### src/rtl/video_pkg.sv
// Shared video definitions: pattern encodings, raster FSM states, default 1080p60 timing.
package video_pkg;

    typedef enum logic [1:0] {
        PAT_BARS  = 2'd0,
        PAT_GRAY  = 2'd1,
        PAT_CHECK = 2'd2,
        PAT_FILL  = 2'd3
    } pattern_e;

    typedef enum logic {
        ST_IDLE = 1'b0,
        ST_RUN  = 1'b1
    } state_e;

    typedef struct packed {
        logic [7:0] r;
        logic [7:0] g;
        logic [7:0] b;
    } rgb_t;

    // CEA-861 1080p60 blanking
    localparam int DEF_H_ACTIVE = 1920;
    localparam int DEF_H_FP     = 88;
    localparam int DEF_H_SYNC   = 44;
    localparam int DEF_H_BP     = 148;
    localparam int DEF_V_ACTIVE = 1080;
    localparam int DEF_V_FP     = 4;
    localparam int DEF_V_SYNC   = 5;
    localparam int DEF_V_BP     = 36;

endpackage

### src/rtl/video_timing_core.sv
// Raster counters, sync/active decode and the IDLE/RUN frame FSM.
module video_timing_core
    import video_pkg::*;
#(
    parameter int H_ACTIVE = DEF_H_ACTIVE,
    parameter int H_FP     = DEF_H_FP,
    parameter int H_SYNC   = DEF_H_SYNC,
    parameter int H_BP     = DEF_H_BP,
    parameter int V_ACTIVE = DEF_V_ACTIVE,
    parameter int V_FP     = DEF_V_FP,
    parameter int V_SYNC   = DEF_V_SYNC,
    parameter int V_BP     = DEF_V_BP,
    localparam int H_TOTAL = H_ACTIVE + H_FP + H_SYNC + H_BP,
    localparam int V_TOTAL = V_ACTIVE + V_FP + V_SYNC + V_BP,
    localparam int HW      = $clog2(H_TOTAL),
    localparam int VW      = $clog2(V_TOTAL)
) (
    input  logic          clk,
    input  logic          rst,
    input  logic          en,
    output logic [HW-1:0] h_cnt,
    output logic [VW-1:0] v_cnt,
    output logic          h_active,
    output logic          v_active,
    output logic          h_sync,
    output logic          v_sync,
    output logic          running,
    output logic          frame_start,
    output logic [7:0]    frame_cnt
);

    state_e state;
    logic   h_last, v_last;

    assign h_last = (h_cnt == HW'(H_TOTAL - 1));
    assign v_last = (v_cnt == VW'(V_TOTAL - 1));

    always_ff @(posedge clk or posedge rst) begin
        if (rst) begin
            state     <= ST_IDLE;
            h_cnt     <= '0;
            v_cnt     <= '0;
            frame_cnt <= '0;
        end else begin
            case (state)
                ST_IDLE: begin
                    h_cnt <= '0;
                    v_cnt <= '0;
                    if (en) state <= ST_RUN;
                end
                ST_RUN: begin
                    if (!h_last) begin
                        h_cnt <= h_cnt + 1'b1;
                    end else begin
                        h_cnt <= '0;
                        if (!v_last) begin
                            v_cnt <= v_cnt + 1'b1;
                        end else begin
                            // en is only honoured here, so frames always complete
                            v_cnt     <= '0;
                            frame_cnt <= frame_cnt + 1'b1;
                            if (!en) state <= ST_IDLE;
                        end
                    end
                end
            endcase
        end
    end

    assign running = (state == ST_RUN);

    // Counters land on (0,0) at the next edge: from IDLE on a run request or on wrap
    assign frame_start = running ? (h_last && v_last) : en;

    assign h_active = (h_cnt < HW'(H_ACTIVE));
    assign v_active = (v_cnt < VW'(V_ACTIVE));
    assign h_sync   = (h_cnt >= HW'(H_ACTIVE + H_FP)) && (h_cnt < HW'(H_ACTIVE + H_FP + H_SYNC));
    assign v_sync   = (v_cnt >= VW'(V_ACTIVE + V_FP)) && (v_cnt < VW'(V_ACTIVE + V_FP + V_SYNC));

endmodule

### src/rtl/video_pattern_gen.sv
// Test-pattern raster source: timing core plus pattern generator and aligned output registers.
module video_pattern_gen
    import video_pkg::*;
#(
    parameter int H_ACTIVE = DEF_H_ACTIVE,
    parameter int H_FP     = DEF_H_FP,
    parameter int H_SYNC   = DEF_H_SYNC,
    parameter int H_BP     = DEF_H_BP,
    parameter int V_ACTIVE = DEF_V_ACTIVE,
    parameter int V_FP     = DEF_V_FP,
    parameter int V_SYNC   = DEF_V_SYNC,
    parameter int V_BP     = DEF_V_BP
) (
    input  logic       clk,
    input  logic       rst,
    input  logic       en,
    input  logic [1:0] pattern_sel,
    output logic       vs_out,
    output logic       hs_out,
    output logic       de_out,
    output logic [7:0] r_out,
    output logic [7:0] g_out,
    output logic [7:0] b_out,
    output logic [7:0] frame_cnt,
    output logic       busy
);

    localparam int H_TOTAL    = H_ACTIVE + H_FP + H_SYNC + H_BP;
    localparam int V_TOTAL    = V_ACTIVE + V_FP + V_SYNC + V_BP;
    localparam int HW         = $clog2(H_TOTAL);
    localparam int VW         = $clog2(V_TOTAL);
    localparam int BAR_W      = H_ACTIVE / 8;
    localparam int GRAY_SHIFT = (H_ACTIVE <= 256) ? 0 : 3;

    logic [HW-1:0] h_cnt;
    logic [VW-1:0] v_cnt;
    logic          h_active, v_active, h_sync, v_sync;
    logic          running, frame_start;

    video_timing_core #(
        .H_ACTIVE(H_ACTIVE), .H_FP(H_FP), .H_SYNC(H_SYNC), .H_BP(H_BP),
        .V_ACTIVE(V_ACTIVE), .V_FP(V_FP), .V_SYNC(V_SYNC), .V_BP(V_BP)
    ) u_core (
        .clk         (clk),
        .rst         (rst),
        .en          (en),
        .h_cnt       (h_cnt),
        .v_cnt       (v_cnt),
        .h_active    (h_active),
        .v_active    (v_active),
        .h_sync      (h_sync),
        .v_sync      (v_sync),
        .running     (running),
        .frame_start (frame_start),
        .frame_cnt   (frame_cnt)
    );

    pattern_e pat_q;

    always_ff @(posedge clk or posedge rst) begin
        if (rst)              pat_q <= PAT_BARS;
        else if (frame_start) pat_q <= pattern_e'(pattern_sel);
    end

    logic [2:0] bar;
    logic [7:0] gray, chk;
    rgb_t       pix;

    always_comb begin
        // bar index by comparison against fixed boundaries; last bar absorbs any remainder
        bar = '0;
        for (int i = 1; i < 8; i++)
            if (32'(h_cnt) >= 32'(i * BAR_W)) bar = 3'(i);
        gray = 8'(32'(h_cnt) >> GRAY_SHIFT);
        chk  = ((32'(h_cnt) ^ 32'(v_cnt)) & 32'h40) != 0 ? 8'hFF : 8'h00;
        pix  = '0;
        case (pat_q)
            PAT_BARS:  pix = '{r: {8{bar[2]}}, g: {8{bar[1]}}, b: {8{bar[0]}}};
            PAT_GRAY:  pix = '{r: gray, g: gray, b: gray};
            PAT_CHECK: pix = '{r: chk, g: chk, b: chk};
            PAT_FILL:  pix = '{r: frame_cnt, g: ~frame_cnt, b: 8'h80};
        endcase
    end

    always_ff @(posedge clk or posedge rst) begin
        if (rst) begin
            vs_out <= 1'b0;
            hs_out <= 1'b0;
            de_out <= 1'b0;
            r_out  <= '0;
            g_out  <= '0;
            b_out  <= '0;
        end else if (running) begin
            vs_out <= v_sync;
            hs_out <= h_sync;
            de_out <= h_active && v_active;
            {r_out, g_out, b_out} <= (h_active && v_active) ? pix : '0;
        end else begin
            vs_out <= 1'b0;
            hs_out <= 1'b0;
            de_out <= 1'b0;
            r_out  <= '0;
            g_out  <= '0;
            b_out  <= '0;
        end
    end

    assign busy = running;

endmodule

### config.mk
export PLATFORM = sky130hd
export DESIGN_NAME = video_pattern_gen
export DESIGN_NICKNAME = d
export VERILOG_FILES = /design/src/rtl/video_pkg.sv /design/src/rtl/video_timing_core.sv /design/src/rtl/video_pattern_gen.sv
export SDC_FILE = /design/constraint.sdc
export NUM_CORES = 1
export LEC_CHECK = 0
export CAP_MARGIN = 20
export CORE_AREA = 10 10 83 85
export CTS_CLUSTER_SIZE = 28
export DETAILED_ROUTE_END_ITERATION = 8
export DIE_AREA = 0 0 93 95
export GPL_TIMING_DRIVEN = 0
export HOLD_SLACK_MARGIN = 0.12
export PLACE_DENSITY = 0.84
export SYNTH_ARGS = -nofsm -noshare
export SYNTH_HDL_FRONTEND = slang
export SYNTH_SLANG_ARGS = --single-unit
### constraint.sdc
create_clock -name clk -period 5.1 [get_ports clk]
set_clock_uncertainty 0.05 [all_clocks]
set_input_delay 1.53 -clock clk [delete_from_list [all_inputs] [get_ports clk]]
set_output_delay 1.53 -clock clk [all_outputs]
set_load 0.03 [all_outputs]
==> summary.txt <==
Status
  – Status: finished, final reports clean

Synthesis
  – Mapped Area: just over 0.003 mm²
  – Top cell type's share of synthesized area: 0.5008
  – Post-Syn Nets: 329
  – Async set or reset register ratio after synthesis: 1.000
  – Yosys reg bits: between 60 and 70
  – Post-synthesis compound-gate area fraction: 0.1498
  – Xor/xnor share of the synthesized area: 0.04598
  – Mean post-synth cell area: around 9.6 µm²
  – Post-Synthesis Cells: roughly 320
  – Post-synthesis mux area share: 0.01765
  – Area leader, netlist: dfrtp_1
  – Post-synthesis sequential area ratio: 0.5008
  – Number of flops mapped to enable cells by yosys: 0
  – Top cells by area, synth: dfrtp_1 50%, a21oi_1 4.8%, nand2_1 3.9%
  – Yosys Warn Count: 0
  – Netlist cell types: 46
  – Main combinational cell family by area after synthesis: simple AND/OR/NAND/NOR gates
  – Adder-cell share of the synthesized area: 0.02053
  – Simple-Gate Fraction of Synth Area: 0.2254
  – Top_reg_cell synth: dfrtp_1

Critical path
  – Kind of critical path: reg2out
  – Setup crit end kind: primary output
  – CP Launch Type: flip-flop
  – Worst path slowest cell: clkdlybuf4s50_1
  – Required @ worst endpoint: roughly 3500 ps
  – Worst Path Arrival: approximately 1600 ps
  – CP bufs+invs: 1
  – Critical path peak fanout: 7
  – Max incr delay on CP: between 700 and 800 ps
  – Cells along the critical path: clkdlybuf4s50_1
  – FF-to-FF path depth: 4
  – FF-to-FF Start: u_core.v_cnt[8]
  – R2R setup slack: between 2000 and 3000 ps
  – CP top delay family: buffers and inverters
  – Reg2Reg Capture Point: g_out[3]

Timing
  – Maximum clock rate: 317.4 MHz
  – Max-slew headroom: 0.3610
  – Min Clock Period, post-route: around 3200 ps
  – TNS Setup: 0 ps
  – Pins over their slew limit: 0
  – Final hold slack: 463.3 ps
  – Measured slew at the worst slew-check pin: ~940 ps
  – RSZ-0062 raised after global routing: no
  – Final Cycle Share: 0.6177
  – Final setup margin: 1949 ps
  – Final setup vio count: 0
  – Fin. Hold Viols: 0

Drt
  – Post-Route WL: 7496 µm
  – Via density per instance: 6.065
  – First DRT Iteration DRCs: about 250
  – ANT nets after route: 0
  – Drt first pass iters: 5
  – DRC viols: 0
  – DR WL/cell: roughly 17 µm
  – Vias post-DR: 2717

Power
  – Final Power: ~0.0011 W
  – Leakage power: between 1.5 and 2 nW
  – Peak supply drop: 0.1831 mV
  – PD cells: ~300 mW/mm²

Finish
  – Synthesis-to-layout area growth: 24.88%
  – Final-layout fill cell count: 428
  – Layout cells sized above 1: 0.09043
  – Core Util, Final: 0.7131
  – Nets: 381
  – N_diodes: 0

Die
  – Die area: 0.008835 mm²
  – Core area: 0.005338 mm²
  – Starting Density: 0.5710
  – Die Span Y: 95 µm
  – Row cnt: 27
  – Die span in x: 93 µm
  – I/O pin count: ~40

Clock network
  – Clk Latency, worst-skew pair: roughly 350 ps
  – H-Tree Depth: 3
  – Sink Count: a little over 60
  – Number of CTS-inserted buffers: 9
  – CTS tree: yes
  – Post_cts resized: 0
  – CTS clk-pin slew, worst paths: approximately 70 ps
  – Root Buffer: clkbuf_8
  – Buffer depth of the longest clock path: 2
  – Post-CTS Setup Bufs: 0
  – Hold buffer count at cts: 0

Global route
  – Met2 usage: 0.2891
  – Initial antenna violation count: 0
  – Pin count of the biggest net entering global routing: 40
  – Layer with the highest usage: met2
  – Met1 GRT Util: 0.2089
  – M3 GR Usage: 0.05630
  – First-pass GRT wire length: 12520 µm
  – Vias in the first global route: between 2000 and 3000
  – GRT Util Overall: 0.1762
  – Remaining Overflow, GRT: 0

Placed design
  – Final HPWL DP: between 5000 and 6000 µm
  – Place WS: between 2000 and 2500 ps
  – Placer Congestion: ~0.92
  – PortBufs: 40

Worst hold path
  – Hold Path End: u_core.h_cnt[0]
  – Min-delay src: u_core.h_cnt[0]
  – Hold path cells: 1
  – Hold Path Class: reg2reg

Flow run
  – Max_cap viols: 0
synthesized netlist by cell type, types with 2 or more instances:
library cell,instances
a31oi_1,4
and2_1,3
nor2b_1,2
a21o_1,2
dfrtp_1,61
nor3_1,17
nand4b_1,2
o31ai_1,4
buf_2,4
xnor2_1,10
nand4_1,7
and3_1,6
a211oi_1,8
mux2i_1,2
nor4_1,7
mux2_2,3
a2111oi_0,2
nand2_1,32
o21ai_0,8
inv_1,15
nand2b_1,6
clkbuf_1,12
nand3_1,13
xor2_1,6
a21oi_1,29
or2_2,5
nor3_2,3
or3_1,6
nor2_1,16
o32ai_1,4
ha_1,5
placed cells by master, fill, tap and decap left out, types with 5 or more instances in the layout:
cell type,netlist,routed
a211oi_1,8,8
a21oi_1,29,29
and3_1,6,6
clkbuf_1,12,12
clkbuf_8,0,9
clkdlybuf4s50_1,0,40
dfrtp_1,61,61
ha_1,5,5
inv_1,15,14
nand2_1,32,32
nand2b_1,6,6
nand3_1,13,13
nand4_1,7,7
nor2_1,16,16
nor3_1,17,17
nor4_1,7,7
o21ai_0,8,8
or2_2,5,5
or3_1,6,6
xnor2_1,10,10
xor2_1,6,6
logic make-up (layout without fill, tap and decap cells):
family | after synthesis | count (layout)
AND/OR/NAND/NOR | 130 | 130
AO/OA/AOI/OAI | 71 | 71
flip-flops | 61 | 61
buffers and inverters | 31 | 88
XOR/XNOR | 16 | 16
adder cells (fa/ha/maj) | 5 | 5
multiplexers | 5 | 5
per-layer routing:
layer / up-vias / part of all wire
met5: - / 0
met2: 141 / 0.48
li1: 1254 / -
met3: 20 / 0.085
met1: 1302 / 0.41
met4: 0 / 0.023
final cells by class:
class	count	area, µm²	area share
Tap cell	72	90.09	0.02367
Timing Repair Buffer	41	420.4	0.1105
Clock inverter	7	123.9	0.03254
Buffer	16	65.06	0.01709
Clock buffer	9	123.9	0.03254
Sequential cell	61	1526	0.4011
Inverter	15	56.30	0.01479
Multi-Input combinational cell	227	1400	0.3678
stage by stage:
| step | std cells | cell area (µm²) |
|---|---|---|
| after global placement | 431 | 3538 |
| after detailed placement | 432 | 3558 |
| after CTS | 448 | 3806 |
| after global routing | 448 | 3806 |
| after floorplan | 319 | 3048 |
| final | 448 | 3806 |
report_power, final:
part	internal [W]	switching, W	leakage, nW	total (W)
sequential	0.000499	0.00000519	0.795	0.000505
clock	0.000326	0.000202	0.120	0.000529
combinational	0.0000404	0.0000688	0.706	0.000109
sequential cells by signal, summed over array words and instances (netlist names), 2 cells and up:
name              flops
b_out                 8
pat_q                 2
u_core.frame_cnt      8
g_out                 8
r_out                 8
u_core.v_cnt         11
u_core.h_cnt         12
worst max path at each step:
stage	slack, ps	end	depth (start not counted)	start
floorplan	2010	b_out[0]	1	rst
global placement	1030	u_core.v_cnt[0]	2	rst
detailed placement	2270	pat_q[1]	4	en
CTS	1940	frame_cnt[3]	1	u_core.frame_cnt[3]
global route	1880	frame_cnt[3]	1	u_core.frame_cnt[3]
finish	1950	frame_cnt[3]	1	u_core.frame_cnt[3]
Power figures use the tool's default switching activity.
